## src/rtl/uart_tx_fifo_if.sv

```systemverilog
// Register-bus bundle between the CPU data-memory port and uart_tx_fifo.
// The CPU side drives select/write/address/data; the device returns read data.
interface uart_tx_fifo_if;
   logic        sel_i;
   logic        we_i;
   logic [1:0]  addr_i;
   logic [31:0] data_i;
   logic [31:0] data_o;

   modport master (
      output sel_i, we_i, addr_i, data_i,
      input  data_o
   );

   modport slave (
      input  sel_i, we_i, addr_i, data_i,
      output data_o
   );
endinterface

```

## src/rtl/uart_tx_fifo.sv

```systemverilog
// Memory-mapped 8N1 UART transmitter fed by a byte FIFO.
// Registers: TXDATA, STATUS, DIV, CTRL; read data is registered.
module uart_tx_fifo #(
   parameter int DIV_RESET = 16,
   parameter int FIFO_AW   = 4
) (
   input  logic           wclk,
   input  logic           rst,
   uart_tx_fifo_if.slave  bus,
   output logic           txd_o,
   output logic           irq_o
);

   localparam int DEPTH = 1 << FIFO_AW;
   localparam logic [FIFO_AW:0] LVL_ONE  = 1;
   localparam logic [FIFO_AW:0] LVL_FULL =
      (FIFO_AW+1)'(DEPTH);
   localparam logic [FIFO_AW-1:0] PTR_ONE = 1;

   typedef enum logic [1:0] {
      S_IDLE,
      S_START,
      S_DATA,
      S_STOP
   } state_t;

   state_t state_q, state_d;

   logic [7:0]         mem [DEPTH];
   logic [FIFO_AW-1:0] wptr_q, rptr_q;
   logic [FIFO_AW:0]   level_q;
   logic               ovf_q;
   logic [15:0]        div_q;
   logic               tx_en_q, irq_en_q;
   logic [15:0]        cnt_q, cnt_d;
   logic [2:0]         idx_q, idx_d;
   logic [7:0]         shift_q, shift_d;
   logic               txd_q, irq_q;
   logic [31:0]        data_q, rdata;

   logic wr, rd, push_req, div_wr, ctrl_wr;
   logic flush, ovf_clr, push_ok, ovf_set;
   logic full, empty, busy, pop, can_pop, tick;
   logic [15:0] reload;
   logic unused_ok;

   assign wr       = bus.sel_i & bus.we_i;
   assign rd       = bus.sel_i & ~bus.we_i;
   assign push_req = wr & (bus.addr_i == 2'd0);
   assign div_wr   = wr & (bus.addr_i == 2'd2);
   assign ctrl_wr  = wr & (bus.addr_i == 2'd3);
   assign flush    = ctrl_wr & bus.data_i[2];
   assign ovf_clr  = ctrl_wr & bus.data_i[3];

   assign full  = (level_q == LVL_FULL);
   assign empty = (level_q == '0);
   assign busy  = (state_q != S_IDLE);

   // Flush discards a concurrent push without flagging overflow.
   assign push_ok = push_req & ~flush & (~full | pop);
   assign ovf_set = push_req & ~flush & full & ~pop;

   assign can_pop = tx_en_q & ~empty;
   assign tick    = (cnt_q == 16'd0);
   assign reload  = div_q - 16'd1;

   assign unused_ok = ^bus.data_i[31:16];

   always_ff @(posedge wclk) begin
      if (push_ok) mem[wptr_q] <= bus.data_i[7:0];
   end

   always_ff @(posedge wclk or negedge rst) begin
      if (!rst) begin
         wptr_q  <= '0;
         rptr_q  <= '0;
         level_q <= '0;
      end else if (flush) begin
         wptr_q  <= '0;
         rptr_q  <= '0;
         level_q <= '0;
      end else begin
         if (push_ok) wptr_q <= wptr_q + PTR_ONE;
         if (pop)     rptr_q <= rptr_q + PTR_ONE;
         if (push_ok & ~pop)
            level_q <= level_q + LVL_ONE;
         else if (pop & ~push_ok)
            level_q <= level_q - LVL_ONE;
      end
   end

   always_ff @(posedge wclk or negedge rst) begin
      if (!rst) begin
         ovf_q    <= 1'b0;
         div_q    <= 16'(DIV_RESET);
         tx_en_q  <= 1'b1;
         irq_en_q <= 1'b0;
      end else begin
         if (ovf_clr)      ovf_q <= 1'b0;
         else if (ovf_set) ovf_q <= 1'b1;
         if (div_wr)
            div_q <= (bus.data_i[15:0] == 16'd0) ?
                     16'd1 : bus.data_i[15:0];
         if (ctrl_wr) begin
            tx_en_q  <= bus.data_i[0];
            irq_en_q <= bus.data_i[1];
         end
      end
   end

   always_ff @(posedge wclk or negedge rst) begin
      if (!rst) begin
         state_q <= S_IDLE;
         cnt_q   <= '0;
         idx_q   <= '0;
         shift_q <= '0;
      end else begin
         state_q <= state_d;
         cnt_q   <= cnt_d;
         idx_q   <= idx_d;
         shift_q <= shift_d;
      end
   end

   // The bit counter reloads from div_q at each period boundary,
   // so a DIV write only affects the next bit period.
   always_comb begin
      state_d = state_q;
      cnt_d   = cnt_q;
      idx_d   = idx_q;
      shift_d = shift_q;
      pop     = 1'b0;
      unique case (state_q)
         S_IDLE: begin
            if (can_pop) begin
               pop     = 1'b1;
               shift_d = mem[rptr_q];
               cnt_d   = reload;
               state_d = S_START;
            end
         end
         S_START: begin
            if (tick) begin
               cnt_d   = reload;
               idx_d   = 3'd0;
               state_d = S_DATA;
            end else begin
               cnt_d = cnt_q - 16'd1;
            end
         end
         S_DATA: begin
            if (tick) begin
               cnt_d   = reload;
               shift_d = shift_q >> 1;
               idx_d   = idx_q + 3'd1;
               if (idx_q == 3'd7) state_d = S_STOP;
            end else begin
               cnt_d = cnt_q - 16'd1;
            end
         end
         S_STOP: begin
            if (tick) begin
               if (can_pop) begin
                  pop     = 1'b1;
                  shift_d = mem[rptr_q];
                  cnt_d   = reload;
                  state_d = S_START;
               end else begin
                  state_d = S_IDLE;
               end
            end else begin
               cnt_d = cnt_q - 16'd1;
            end
         end
      endcase
   end

   always_ff @(posedge wclk or negedge rst) begin
      if (!rst) begin
         txd_q <= 1'b1;
         irq_q <= 1'b0;
      end else begin
         unique case (state_q)
            S_IDLE:  txd_q <= 1'b1;
            S_START: txd_q <= 1'b0;
            S_DATA:  txd_q <= shift_q[0];
            S_STOP:  txd_q <= 1'b1;
         endcase
         irq_q <= irq_en_q & empty & ~busy;
      end
   end

   always_comb begin
      rdata = '0;
      unique case (bus.addr_i)
         2'd0: rdata = '0;
         2'd1: begin
            rdata[0] = full;
            rdata[1] = empty;
            rdata[2] = busy;
            rdata[3] = ovf_q;
            rdata[8 +: FIFO_AW+1] = level_q;
         end
         2'd2: rdata[15:0] = div_q;
         2'd3: begin
            rdata[0] = tx_en_q;
            rdata[1] = irq_en_q;
         end
      endcase
   end

   always_ff @(posedge wclk or negedge rst) begin
      if (!rst)    data_q <= '0;
      else if (rd) data_q <= rdata;
   end

   assign bus.data_o = data_q;
   assign txd_o      = txd_q;
   assign irq_o      = irq_q;

endmodule

```

## src/flat_wrapper.sv

```systemverilog
// flat-port wrapper written by rule: the top's interface ports become plain ports
module uart_tx_fifo_flat 
#(
   parameter int DIV_RESET = 16,
   parameter int FIFO_AW   = 4
)
  (wclk, rst, txd_o, irq_o, bus_sel_i, bus_we_i, bus_addr_i, bus_data_i, bus_data_o);
  uart_tx_fifo_if bus_i ();
  input  logic wclk;
  input  logic rst;
  output logic txd_o;
  output logic irq_o;
  input wire logic [$bits(bus_i.sel_i)-1:0] bus_sel_i;
  input wire logic [$bits(bus_i.we_i)-1:0] bus_we_i;
  input wire logic [$bits(bus_i.addr_i)-1:0] bus_addr_i;
  input wire logic [$bits(bus_i.data_i)-1:0] bus_data_i;
  output wire logic [$bits(bus_i.data_o)-1:0] bus_data_o;
  assign bus_i.sel_i = bus_sel_i;
  assign bus_i.we_i = bus_we_i;
  assign bus_i.addr_i = bus_addr_i;
  assign bus_i.data_i = bus_data_i;
  assign bus_data_o = bus_i.data_o;
  uart_tx_fifo #(.DIV_RESET(DIV_RESET), .FIFO_AW(FIFO_AW)) u_core (.wclk(wclk), .rst(rst), .bus(bus_i), .txd_o(txd_o), .irq_o(irq_o));
endmodule
```

## config.mk

```make
export PLATFORM = sky130hd
export DESIGN_NAME = uart_tx_fifo_flat
export DESIGN_NICKNAME = d
export VERILOG_FILES = /design/src/rtl/uart_tx_fifo_if.sv /design/src/rtl/uart_tx_fifo.sv /design/src/flat_wrapper.sv
export SDC_FILE = /design/constraint.sdc
export NUM_CORES = 1
export LEC_CHECK = 0
export ABC_AREA = 1
export BUFFER_PORTS_ARGS = -buffer_cell sky130_fd_sc_hd__clkbuf_2
export CORE_UTILIZATION = 60
export DETAILED_ROUTE_END_ITERATION = 6
export GPL_TIMING_DRIVEN = 0
export PLACE_DENSITY = 0.78
export SLEW_MARGIN = 20
export SYNTH_ARGS = -nofsm -noshare
export SYNTH_HDL_FRONTEND = slang
export SYNTH_SLANG_ARGS = --single-unit
```

## constraint.sdc

```tcl
create_clock -name wclk -period 5.6 [get_ports wclk]
set_input_delay 0.56 -clock wclk [delete_from_list [all_inputs] [get_ports wclk]]
set_output_delay 0.56 -clock wclk [all_outputs]
set_load 0.01 [all_outputs]
```

==> flow_summary.ini <==
[setup_path]
slowest_delay_ns = 0.41
rrSetupSlack_ns = 2.46
crit_type = flip-flop to flip-flop
r2r_cells = 16
path_max_fanout = 6
arrival_ns = 3.55
reg2reg_to = u_core.level_q[4]$_DFFE_PN0P_
cpMaxStageDelayCell = fa_1
worstPathRequired_ns = 6.01
reg2reg_from = u_core.cnt_q[0]$_DFF_PN0_
cp_cell_sequence = inv_1 -> ha_1 -> nand2_2 -> nor2_2 -> nand3_2 -> o21ai_2 -> nand2_2 -> a21oi_1 -> ha_1 -> inv_1 -> fa_1 -> nand2_1 -> nand2_1 -> a21oi_1 -> xor2_1 -> o22ai_1
cp-startpoint = u_core.cnt_q[0]$_DFF_PN0_
cp-end-kind = flip-flop
start_kind = flip-flop

[logic_synthesis]
synth_cell_type_count = 40
synth_edf_count = 128
yosysSeqAreaShare_pct = 55.9
synth-xor-area-share_pct = 1.94
synthMuxAreaShare_pct = 0
synthSimpleGateAreaFrac_pct = 21.6
synth-main-ff-cell = edfxtp_1
synth_top_family_by_area = simple AND/OR/NAND/NOR gates
synth_compound_gate_area_share_pct = 10.8
yosys.area_share.adder_pct = 3.08
ys_ff_latch = 207
netlist_area_um2 = 10400
async_reset_ff_share_pct = 38.2
syn_inst = 1137
yosysWarnings = 0
synth_area_per_cell_um2 = 9.16

[timing]
relSlewSlack_pct = 25.7
rsz0062_at_grt = no
finalSetupTns_ns = 0
worstMarginPinSlew_ns = 1.11
period_share_pct = 56.1
layout_min_cycle_time_ns = 3.14
setup_viol_count_final = 0
finalHoldViolCount = 0
fin_skew_ns = 0.0121
maxClockFrequency_mhz = 318
drv_slew = 0

[hold_path]
hp-class = input port to async pin

[global_routing]
antenna_found_initial = 0
grt_max_degree = 53
grt_pass1_wl_mm = 41.6
grt_pass1_vias = 7868
track_usage_pct = 30.3
grt_overflow = 0

[cts]
hold_buffers = 0
clockRootBuffer = clkbuf_16
cts.path.max_buffers = 3
postCtsSetupBuffers = 0
clk_latency_ns = 0.53
clk_pin_slew_ns = 0.06
cts_resized = 0
cts_tree = built
htree_levels = 1
cts_buffers = 23
cts_sinks = 207

[final_layout]
final_core_util_pct = 70.1
final_cell_area_um2 = 11700
num_antenna_cells = 0
area_delta_synth_final_pct = 12.8
regArea_um2 = 5820
final_cell_mix = 221 x nand2_1, 148 x nor2_1, 128 x edfxtp_1
multi_input_area_um2 = 4030
layout_commonest_cell = nand2_1
fin_nets = 1280
nFillCells = 1241
drive_above_1_share_pct = 12.4

[power_and_ir_drop]
power.density_nw_per_um2 = 470
irDropWorstVdd_mv = 0.282
total_leakage_power_nw = 4.94

[die]
fp-row-count = 47
die_w_um = 134
design.portCount = 72
start_util_pct = 62.1
die_h_um = 134
die_area_um2 = 17900
core_area_um2 = 16800

[placed_design]
place.port_buffers = 39
place_congestion = 0.895
place_area_um2 = 11000
dp.final_hpwl_mm = 18.1

[detailed_routing]
drc_errors = 0
wl_per_cell_um = 18.1
initialDrtViolationCount = 1061
vias = 8572
wl_mm = 26.2
first_pass_iters = 6
final_antenna_net_count = 0
viasPerCell = 5.90

[run_status]
status = completed

[flow_run]
maxCapViolations = 0
-- Yosys cell counts, types with 11 or more instances --
cell type / n / share of area [%]
nor2_1: 148 / 5.3
o22ai_1: 11 / 0.66
xor2_1: 16 / 1.3
edfxtp_1: 128 / 37
dfrtp_1: 76 / 18
nor3_1: 20 / 0.96
o21ai_0: 120 / 5.8
o211ai_1: 33 / 2.4
clkbuf_1: 32 / 1.2
nand2_1: 221 / 8.0
a21oi_1: 18 / 0.87
buf_4: 17 / 1.2
ha_1: 24 / 2.9
buf_2: 12 / 0.58
inv_1: 81 / 2.9
nand3_1: 107 / 5.1
-- routing by layer --
layer | vias to the layer above | track usage [%] | share of wire (%)
met5 | - | 0 | 0
met4 | 0 | 8.33 | 2.3
met3 | 57 | 5.18 | 9.5
met2 | 468 | 45.9 | 45
met1 | 4038 | 45.1 | 43
li1 | 4009 | - | -
-- per-stage QoR --
step | hold WS (ns) | power [mW] | setup slack (ns) | cells
4_1_cts | 0.0126 | 5.47 | 2.47 | 1453
5_1_grt | 0.0271 | 5.84 | 2.27 | 1453
3_3_place_gp | 0.463 | 3.99 | 2.38 | 1411
6_report | 0.00232 | 5.52 | 2.46 | 1453
2_1_floorplan | 0.264 | 3.42 | 2.95 | 1152
3_5_place_dp | 0.467 | 4.05 | 2.49 | 1412
-- sequential cells by signal, summed over array words and instances, names as in the netlist --
signal             flops
u_core.mem           128
u_core.bus.data_o     16
u_core.cnt_q          16
u_core.div_q          16
u_core.shift_q         8
u_core.level_q         5
u_core.rptr_q          4
u_core.wptr_q          4
u_core.idx_q           3
u_core.state_q         2
u_core.irq_en_q        1
u_core.irq_o           1
u_core.ovf_q           1
u_core.tx_en_q         1
u_core.txd_o           1
-- worst max-delay path: cells and delay by family (launching register included) --
family	cells	cell delay, ns
simple gates	6	0.74
flops	1	0.38
compound gates	4	0.64
xor+xnor	1	0.16
buf+inv	2	0.24
fa+ha+maj	3	0.86
-- logic make-up (layout without fill, tap and decap cells) --
| kind of cell | count (synthesis) | after routing |
|---|---|---|
| AOI/OAI and AO/OA | 197 | 197 |
| other | 1 | 16 |
| xor gates and xnor gates | 23 | 23 |
| DFF | 207 | 207 |
| adders and majority gates | 25 | 25 |
| buffers and inverters | 155 | 236 |
| and+or+nand+nor | 529 | 529 |
-- how the worst max path moves through the flow --
stage                     cells after the start                             to
after global placement                       11     u_core.mem[9][3]$_DFFE_PP_
after CTS                                    11     u_core.mem[0][4]$_DFFE_PP_
after floorplan                              16  u_core.level_q[4]$_DFFE_PN0P_
final                                        16  u_core.level_q[4]$_DFFE_PN0P_
after global routing                         16  u_core.level_q[4]$_DFFE_PN0P_
after detailed placement                     16  u_core.level_q[4]$_DFFE_PN0P_
-- area by class of cell --
cell class                      count  area share [%]
Inverter                           90            2.88
Clock buffer                       28            5.06
Sequential cell                   207            49.6
Multi-Input combinational cell    790            34.3
Tap cell                          220            2.34
Clock inverter                     13           0.927
Timing Repair Buffer               40            1.92
Buffer                             65            2.94
-- power by group --
part	total (mW)	internal (mW)	switching, mW
clock	1.42	0.807	0.617
combinational	2.13	0.673	1.46
sequential	1.97	1.81	0.157
total	5.52	3.29	2.23
No activity file was read; power rests on OpenSTA's default activity.
